File: src/rtl/acc_seq_ctrl.sv
// Purpose: sequences one accelerator command: load A/B from RAM, start, wait, store the result.
// Latency: len+1 cycles per operand load with continuous grant; start 11 cycles after accept for len=4.
// Backpressure: a low ram_gnt_i holds request/address/data stable; commands are taken only in IDLE.
module acc_seq_ctrl #(
    parameter int ADDR_WIDTH = 15,
    parameter int NUM_WORDS  = 256,
    parameter int TIMEOUT    = 4096
) (
    input  logic                  clk,
    input  logic                  rst_i,
    input  logic                  cmd_valid_i,
    output logic                  cmd_ready_o,
    input  logic [ADDR_WIDTH-1:0] cmd_src_a_i,
    input  logic [ADDR_WIDTH-1:0] cmd_src_b_i,
    input  logic [ADDR_WIDTH-1:0] cmd_dst_i,
    input  logic [8:0]            cmd_len_i,
    output logic                  busy_o,
    output logic                  done_o,
    output logic                  err_o,
    output logic                  ram_req_o,
    input  logic                  ram_gnt_i,
    output logic [ADDR_WIDTH-1:0] ram_addr_o,
    output logic                  ram_we_o,
    output logic [3:0]            ram_be_o,
    output logic [31:0]           ram_wdata_o,
    input  logic [31:0]           ram_rdata_i,
    output logic                  acc_wr_a_o,
    output logic                  acc_wr_b_o,
    output logic [7:0]            acc_idx_o,
    output logic [31:0]           acc_wdata_o,
    output logic                  acc_start_o,
    input  logic                  acc_done_i,
    input  logic [31:0]           acc_out_i
);

    localparam int              WW        = $clog2(TIMEOUT + 1);
    localparam logic [8:0]      MAX_LEN   = 9'(NUM_WORDS);
    localparam logic [WW-1:0]   WAIT_LAST = WW'(TIMEOUT - 1);

    typedef enum logic [2:0] {
        S_IDLE, S_LOAD_A, S_LOAD_B, S_START, S_WAIT, S_STORE
    } state_t;

    state_t                state_q, state_d;
    logic [ADDR_WIDTH-1:0] src_a_q, src_a_d;
    logic [ADDR_WIDTH-1:0] src_b_q, src_b_d;
    logic [ADDR_WIDTH-1:0] dst_q, dst_d;
    logic [8:0]            len_q, len_d;
    logic [8:0]            issue_q, issue_d;   // reads issued in LOAD, words stored (k) in STORE
    logic [8:0]            ret_q, ret_d;       // read data words returned in LOAD
    logic [WW-1:0]         wait_q, wait_d;
    logic                  rvld_q, rvld_d;     // a granted read returns data this cycle
    logic                  done_q, done_d;
    logic                  err_q, err_d;
    logic [ADDR_WIDTH-1:0] base;
    logic [ADDR_WIDTH-1:0] offs;
    logic [8:0]            ret_inc;

    assign done_o = done_q;
    assign err_o  = err_q;

    // Word offset of the current issue/store index; the sum wraps modulo the RAM size
    // and the low two bits are forced to zero so the command's bits[1:0] never matter.
    assign offs    = ADDR_WIDTH'({issue_q, 2'b00});
    assign ret_inc = ret_q + 9'd1;

    // Next-state, counters and all outputs of the sequencer.
    always_comb begin
        state_d     = state_q;
        src_a_d     = src_a_q;
        src_b_d     = src_b_q;
        dst_d       = dst_q;
        len_d       = len_q;
        issue_d     = issue_q;
        ret_d       = ret_q;
        wait_d      = wait_q;
        rvld_d      = 1'b0;
        done_d      = 1'b0;
        err_d       = 1'b0;
        base        = '0;
        cmd_ready_o = 1'b0;
        busy_o      = (state_q != S_IDLE);
        ram_req_o   = 1'b0;
        ram_addr_o  = '0;
        ram_we_o    = 1'b0;
        ram_wdata_o = '0;
        acc_wr_a_o  = 1'b0;
        acc_wr_b_o  = 1'b0;
        acc_idx_o   = '0;
        acc_wdata_o = '0;
        acc_start_o = 1'b0;

        case (state_q)
            S_IDLE: begin
                cmd_ready_o = 1'b1;
                if (cmd_valid_i) begin
                    src_a_d = cmd_src_a_i;
                    src_b_d = cmd_src_b_i;
                    dst_d   = cmd_dst_i;
                    len_d   = cmd_len_i;
                    if (cmd_len_i == 9'd0 || cmd_len_i > MAX_LEN) begin
                        err_d = 1'b1;
                    end else begin
                        state_d = S_LOAD_A;
                        issue_d = '0;
                        ret_d   = '0;
                    end
                end
            end
            S_LOAD_A, S_LOAD_B: begin
                base = (state_q == S_LOAD_A) ? src_a_q : src_b_q;
                if (issue_q < len_q) begin
                    ram_req_o  = 1'b1;
                    ram_addr_o = (base + offs) & ~ADDR_WIDTH'(3);
                    if (ram_gnt_i) begin
                        issue_d = issue_q + 9'd1;
                        rvld_d  = 1'b1;
                    end
                end
                if (rvld_q) begin
                    acc_wr_a_o  = (state_q == S_LOAD_A);
                    acc_wr_b_o  = (state_q == S_LOAD_B);
                    acc_idx_o   = ret_q[7:0];
                    acc_wdata_o = ram_rdata_i;
                    ret_d       = ret_inc;
                    if (ret_inc == len_q) begin
                        state_d = (state_q == S_LOAD_A) ? S_LOAD_B : S_START;
                        issue_d = '0;
                        ret_d   = '0;
                    end
                end
            end
            S_START: begin
                acc_start_o = 1'b1;
                wait_d      = '0;
                state_d     = S_WAIT;
            end
            S_WAIT: begin
                if (acc_done_i) begin
                    state_d = S_STORE;
                    issue_d = '0;
                end else if (wait_q == WAIT_LAST) begin
                    err_d   = 1'b1;
                    state_d = S_IDLE;
                end else begin
                    wait_d = wait_q + WW'(1);
                end
            end
            S_STORE: begin
                ram_req_o   = 1'b1;
                ram_we_o    = 1'b1;
                acc_idx_o   = issue_q[7:0];
                ram_addr_o  = (dst_q + offs) & ~ADDR_WIDTH'(3);
                ram_wdata_o = acc_out_i;
                if (ram_gnt_i) begin
                    if (issue_q == len_q - 9'd1) begin
                        done_d  = 1'b1;
                        state_d = S_IDLE;
                    end else begin
                        issue_d = issue_q + 9'd1;
                    end
                end
            end
            default: state_d = S_IDLE;
        endcase
    end

    // Byte enables are all-on whenever a RAM access is presented, quiet otherwise.
    assign ram_be_o = ram_req_o ? 4'hF : 4'h0;

    // State and counter registers; reset drops any command in flight without a pulse.
    always_ff @(posedge clk) begin
        if (rst_i) begin
            state_q <= S_IDLE;
            src_a_q <= '0;
            src_b_q <= '0;
            dst_q   <= '0;
            len_q   <= '0;
            issue_q <= '0;
            ret_q   <= '0;
            wait_q  <= '0;
            rvld_q  <= 1'b0;
            done_q  <= 1'b0;
            err_q   <= 1'b0;
        end else begin
            state_q <= state_d;
            src_a_q <= src_a_d;
            src_b_q <= src_b_d;
            dst_q   <= dst_d;
            len_q   <= len_d;
            issue_q <= issue_d;
            ret_q   <= ret_d;
            wait_q  <= wait_d;
            rvld_q  <= rvld_d;
            done_q  <= done_d;
            err_q   <= err_d;
        end
    end

endmodule

File: config.mk
export PLATFORM = sky130hd
export DESIGN_NAME = acc_seq_ctrl
export DESIGN_NICKNAME = d
export VERILOG_FILES = /design/src/rtl/acc_seq_ctrl.sv
export SDC_FILE = /design/constraint.sdc
export NUM_CORES = 1
export LEC_CHECK = 0
export BUFFER_PORTS_ARGS = -buffer_cell sky130_fd_sc_hd__buf_2
export CAP_MARGIN = 20
export CORE_ASPECT_RATIO = 1.75
export CORE_MARGIN = 1
export CORE_UTILIZATION = 55
export CTS_CLUSTER_DIAMETER = 40
export DETAILED_ROUTE_END_ITERATION = 6
export PLACE_DENSITY_LB_ADDON = 0.15
export SLEW_MARGIN = 20
export SYNTH_ARGS = -nofsm -noshare
export SYNTH_HDL_FRONTEND = slang
export SYNTH_SLANG_ARGS = --single-unit
export TNS_END_PERCENT = 5
File: constraint.sdc
create_clock -name clk -period 11.2 [get_ports clk]
set_input_delay 2.24 -clock clk [delete_from_list [all_inputs] [get_ports clk]]
set_output_delay 2.24 -clock clk [all_outputs]
set_load 0.005 [all_outputs]
# == Word level (Yosys, flattened, before mapping) ==
# Cells that the tools add are included.
# totals
regBits,91
input_bits,123
output_inout_bits,100
elab_cells,108
# classes
add_sub_neg,6
n_lt_le_gt_ge,2
n_eq_ne,19
muxes,51
bitwise_logic,4
reduce_logical,15
# op_table
operator,count
2-to-1 mux 9 bit,11
2-to-1 mux 32 bit,3
one-hot mux 9 bit (4 select lines),1
adder 15 x 11 -> 15 bit,2
2-to-1 mux 15 bit,2
one-hot mux 15 bit (2 select lines),1
2-to-1 mux 13 bit,2
one-hot mux 13 bit (2 select lines),1
2-to-1 mux 3 bit,8
inequality test 2 bit (second input constant),10
adder 9 x 1 -> 9 bit (second input constant),2
equality test 9 bit,2
one-hot mux 9 bit (2 select lines),1
one-hot mux 8 bit (2 select lines),1
2-to-1 mux 1 bit,15
one-hot mux 3 bit (5 select lines),1
adder 13 x 1 -> 13 bit (second input constant),1
equality test 13 x 12 -> 1 bit (second input constant),1
greater-than comparator 9 bit (second input constant),1
logical NOT 9 bit,1
less-than comparator 9 bit,1
subtractor 9 x 1 -> 9 bit (second input constant),1
2-to-1 mux 8 bit,1
AND reduction 7 bit,1
other kinds (18),26

# == Logic depth before layout (Yosys ltp) ==
# depth
depth_word,6
depth_mapped,14

# == Worst setup path before layout ==
# OpenSTA, ideal clock, no wires.
# synth_path
kind,register -> output
startpoint,register state_q[0]
endpoint,output port ram_addr_o[13]
t_arrival_ns,3.224
setup_slack_ns,5.736
stages_incl_launch_ff,14
n_path_buf,2
cell_sequence,dfxtp_1 -> buf_2 -> inv_1 -> nor3_2 -> clkbuf_1 -> mux2_2 -> ha_1 -> a21o_1 -> a211oi_1 -> o21ai_0 -> a311oi_1 -> nor3_1 -> xor2_1 -> o22ai_1
# synth_between
elab_chain_cells,5
# synth_rtl
item,line,rtl
"start, declared",44,"state_t state_q, state_d;"
"start signal, assigned",186,state_q <= state_d;
equality test 3 x 1 -> 1 bit,"93, 111",
2-to-1 mux 15 bit,111,base = (state_q == S_LOAD_A) ? src_a_q : src_b_q;
adder 15 x 11 -> 15 bit,114,ram_addr_o = (base + offs) & ~ADDR_WIDTH'(3);
2-to-1 mux 15 bit,112,if (issue_q < len_q) begin
one-hot mux 15 bit (2 select lines) (*),93,case (state_q)
"end, declared",22,"output logic [ADDR_WIDTH-1:0] ram_addr_o,"
# Every way passes the cells marked *; elsewhere a longest branch is shown, timed or not.

# == Final worst setup path ==
# layout_path
startpoint,register state_q[0]
endpoint,output port ram_addr_o[14]
# Same word-level chain as after synthesis.

==> metrics.txt <==
# TYPE chip_impl_metric gauge
chip_impl_info{name="critPathMostFrequentCell",value="sky130_fd_sc_hd__buf_4"} 1
chip_impl_metric{name="comb_power_share",unit="%"} 46.6
chip_impl_metric{name="design.die.area",unit="um2"} 11500
chip_impl_metric{name="area_growth_syn_to_layout",unit="%"} 21.5
chip_impl_metric{name="cp_data_required_time",unit="ps"} 8960
chip_impl_metric{name="gpl.final_weighted_congestion",unit=""} 0.918
chip_impl_metric{name="synth_edf_count",unit=""} 0
chip_impl_metric{name="worst_ep_arrival_time",unit="ps"} 3890
chip_impl_info{name="setup.worst_path.class",value="register to output pin"} 1
chip_impl_metric{name="std_cell_rows",unit=""} 50
chip_impl_info{name="synth.area.top_cells",value="sky130_fd_sc_hd__dfxtp_1, sky130_fd_sc_hd__nand2_1, sky130_fd_sc_hd__and3_1, sky130_fd_sc_hd__a21oi_1, sky130_fd_sc_hd__ha_1"} 1
chip_impl_metric{name="drt-initial-drc-count",unit=""} 315
chip_impl_info{name="clock-root-buffer",value="sky130_fd_sc_hd__clkbuf_16"} 1
chip_impl_metric{name="horizontal_extent_of_the_die",unit="um"} 81.6
chip_impl_metric{name="cts-hold-fix-buffers",unit=""} 0
chip_impl_metric{name="p_per_area",unit="nW/um2"} 175
chip_impl_metric{name="static-leakage-power",unit="nW"} 3.70
chip_impl_metric{name="htreeDepth",unit=""} 3
chip_impl_metric{name="post_synth_num_cell_types",unit=""} 69
chip_impl_metric{name="clk_latency",unit="ps"} 340
chip_impl_metric{name="post_synth_instance_area",unit="um2"} 6100
chip_impl_metric{name="final.hold.worst_slack",unit="ps"} 454
chip_impl_metric{name="drt-total-wl",unit="mm"} 18.5
chip_impl_metric{name="yosysWarningCount",unit=""} 0
chip_impl_metric{name="nets",unit=""} 1131
chip_impl_metric{name="dieHeight",unit="um"} 141
chip_impl_metric{name="top_level_ports",unit=""} 223
chip_impl_metric{name="fin_crit_sh",unit="%"} 54.8
chip_impl_metric{name="detailedPlacementHpwl",unit="mm"} 13.9
chip_impl_info{name="sort_of_element_at_the_start_of_the_critical_path",value="register"} 1
chip_impl_metric{name="antenna_found_initial",unit=""} 2
chip_impl_metric{name="max_freq",unit="GHz"} 0.163
chip_impl_metric{name="worst_path_largest_cell_delay",unit="ps"} 400
chip_impl_metric{name="p_switching",unit="mW"} 0.566
chip_impl_metric{name="critical_path.n_buffers_inverters",unit=""} 4
chip_impl_metric{name="layout.core_utilization",unit="%"} 68.9
chip_impl_metric{name="vdd_ir_drop_max",unit="mV"} 0.128
chip_impl_metric{name="grt_first_pass_wirelength",unit="mm"} 28.7
chip_impl_metric{name="cell_count_after_synthesis",unit=""} 805
chip_impl_metric{name="power.share.sequential",unit="%"} 30.4
chip_impl_metric{name="ant_nets",unit=""} 0
chip_impl_metric{name="grt_usage",unit="%"} 32.5
chip_impl_metric{name="num_vias",unit=""} 6502
chip_impl_info{name="timing.critical_path.max_delay_family",value="buffers and inverters"} 1
chip_impl_metric{name="critical_path_peak_fanout",unit=""} 45
chip_impl_metric{name="dp_worst_setup_slack",unit="ps"} 5480
chip_impl_info{name="synth_top_family_by_area",value="simple AND/OR/NAND/NOR gates"} 1
chip_impl_metric{name="grt.overflow.total",unit=""} 0
chip_impl_metric{name="synth.yosys.seq_area_share",unit="%"} 27.9
chip_impl_metric{name="final_hold_viol_count",unit=""} 0
chip_impl_info{name="critical_path_s_slowest_cell",value="sky130_fd_sc_hd__fa_1"} 1
chip_impl_metric{name="detail_route.drc_violations",unit=""} 0
chip_impl_info{name="hold_class",value="register to register"} 1
chip_impl_metric{name="clock_path_buffers",unit=""} 2
chip_impl_info{name="post-synth-top-count-cell",value="sky130_fd_sc_hd__nand2_1"} 1
chip_impl_metric{name="power_report.internal_total",unit="mW"} 0.729
chip_impl_metric{name="first_pass_iters",unit=""} 5
chip_impl_info{name="outcome",value="complete, no violations"} 1
chip_impl_metric{name="total_power_consumption",unit="mW"} 1.30
chip_impl_metric{name="postCtsSetupBuffers",unit=""} 0
chip_impl_metric{name="max_cap_viol_count",unit=""} 0
chip_impl_metric{name="cts.repair.resized",unit=""} 0
chip_impl_metric{name="detail_route.wl_per_cell",unit="um"} 16.7
chip_impl_info{name="netlist_top_cells_count",value="sky130_fd_sc_hd__nand2_1, sky130_fd_sc_hd__dfxtp_1, sky130_fd_sc_hd__a21oi_1, sky130_fd_sc_hd__and3_1, sky130_fd_sc_hd__clkbuf_1"} 1
chip_impl_metric{name="synth.ff_latch_count",unit=""} 85
chip_impl_metric{name="port-buffer-count",unit=""} 214
chip_impl_metric{name="synth_compound_gate_area_share",unit="%"} 21.5
chip_impl_info{name="tritoncts",value="done"} 1
chip_impl_metric{name="postLayoutSetupSlackWorst",unit="ps"} 5070
chip_impl_metric{name="synthArstFlopShare",unit="%"} 0
chip_impl_info{name="yosys.area.top_type",value="sky130_fd_sc_hd__dfxtp_1"} 1
chip_impl_metric{name="slew_headroom",unit="%"} 23.2
chip_impl_metric{name="post_route_cells_drive_above_1_share",unit="%"} 27.4
chip_impl_metric{name="setup-tns-final",unit="ps"} 0
chip_impl_metric{name="post_synth_fa_ha_maj_area_fraction",unit="%"} 7.02
chip_impl_metric{name="worst_slew_pin_slew",unit="ps"} 1150
chip_impl_metric{name="worst_setup_hold_path_clk_slew",unit="ps"} 70
chip_impl_metric{name="switching_fraction",unit="%"} 43.7
chip_impl_metric{name="syn_avg_cell_area",unit="um2"} 7.57
chip_impl_metric{name="core_area",unit="um2"} 10800
chip_impl_info{name="rsz0062_at_grt",value="false"} 1
chip_impl_metric{name="timing_max_transition_violations_final",unit=""} 0
chip_impl_metric{name="synth-xor-area-share",unit="%"} 7.00
chip_impl_metric{name="initial_core_util",unit="%"} 56.7
chip_impl_metric{name="total_cts_buffers",unit=""} 9
chip_impl_metric{name="setup_clock_skew_after_layout",unit="ps"} 8.63
chip_impl_metric{name="clock-sinks",unit=""} 85
chip_impl_metric{name="clkPwrFrac",unit="%"} 23.0
chip_impl_info{name="crit_chain",value="buf_4 > inv_1 > nor3_2 > buf_4 > mux2_2 > ha_1 > fa_1 > a21o_1 > a21oi_1 > nand2b_1 > a2111o_1 > a211oi_1 > xor2_1 > o22ai_1 > buf_2"} 1
chip_impl_metric{name="synth-simple-area-share",unit="%"} 27.0
chip_impl_metric{name="grt_max_degree",unit=""} 79
chip_impl_metric{name="via_count_of_the_first_global_routing_pass",unit=""} 5935
chip_impl_metric{name="via_per_inst",unit=""} 5.85
chip_impl_metric{name="synth.area.mux_share",unit="%"} 3.04
chip_impl_metric{name="timing.final.crit_period",unit="ps"} 6130
chip_impl_info{name="synth_flop_cell",value="sky130_fd_sc_hd__dfxtp_1"} 1
chip_impl_metric{name="final-setup-viol-count",unit=""} 0
chip_impl_metric{name="yosysTopAreaCellShare",unit="%"} 27.9
chip_impl_info{name="endpoint_kind",value="output pin"} 1
## layer usage
metal	up-vias	part of all wire [%]	track usage [%]
met5	-	0	0
met4	0	5.3	20.5
met3	57	6.9	7.59
met2	257	50	54.0
met1	2983	38	36.4
li1	3205	-	-
## registers in the layout, indices dropped and copies added, names as in the netlist
| register | cells |
|---|---|
| err_o | 1 |
| ret_q | 9 |
| len_q | 9 |
| src_b_q | 13 |
| done_o | 1 |
| issue_q | 9 |
| state_q | 3 |
| src_a_q | 13 |
| dst_q | 13 |
| rvld_q | 1 |
| wait_q | 13 |
## placed cells by master, fill, tap and decap left out, drive strengths merged, types with 12 or more instances in the layout
cell type / netlist / final
a21oi: 83 / 83
a22o: 12 / 12
and3: 74 / 74
buf: 15 / 220
dfxtp: 85 / 85
ha: 31 / 31
inv: 27 / 29
nand2: 134 / 134
nand3: 16 / 16
nor2: 40 / 40
nor3: 15 / 15
o21ai: 24 / 24
xnor2: 20 / 20
xor2: 26 / 26
## path summary, 6_finish.rpt
| path | start | end | slack (ps) | cells past startpoint |
|---|---|---|---|---|
| max | state_q[0] | ram_addr_o[14] | 5070 | 15 |
| min | src_a_q[10] | src_a_q[10] | 450 | 2 |
| max reg2reg | state_q[0] | issue_q[2] | 7900 | 9 |
| min reg2reg | src_a_q[10] | src_a_q[10] | 450 | 2 |
## power groups by stage
stage / logic [mW] / registers, mW / clock network (mW)
after detailed placement: 0.596 / 0.399 / 0
after global routing: 0.665 / 0.399 / 0.313
after floorplan: 0.468 / 0.371 / 0
after CTS: 0.599 / 0.392 / 0.304
after global placement: 0.589 / 0.397 / 0
final: 0.604 / 0.394 / 0.298
## area by class of cell
type                            count  area, um2
Antenna cell                        2       5.00
Multi-Input combinational cell    632       4020
Tap cell                          130        163
Inverter                           27        101
Fill cell                         962       3350
Timing Repair Buffer              220       1120
Clock buffer                        9        225
Sequential cell                    85       1700
Clock inverter                      7       81.3
## metrics by stage
stage / std cells / cell area (um2)
4_1_cts: 1110 / 7400
2_1_floorplan: 806 / 6100
3_5_place_dp: 1094 / 7100
5_1_grt: 1112 / 7410
3_3_place_gp: 1094 / 7100
6_report: 1112 / 7410
## worst register-to-register path: cells and delay by family (launching register included)
family | cells | cell delay (ps)
buffers and inverters | 3 | 730
AO/OA/AOI/OAI | 4 | 2020
AND/OR/NAND/NOR | 2 | 200
flip-flops | 1 | 300
## kinds of logic (layout without fill, tap and decap cells)
logic type | count (synthesis) | count (layout)
buffers and inverters | 89 | 263
other | 1 | 4
adders and majority gates | 33 | 33
xor gates and xnor gates | 47 | 47
DFF | 85 | 85
and+or+nand+nor | 332 | 332
muxes | 16 | 16
AOI/OAI and AO/OA | 202 | 202
(Power assumes the default switching activity.)
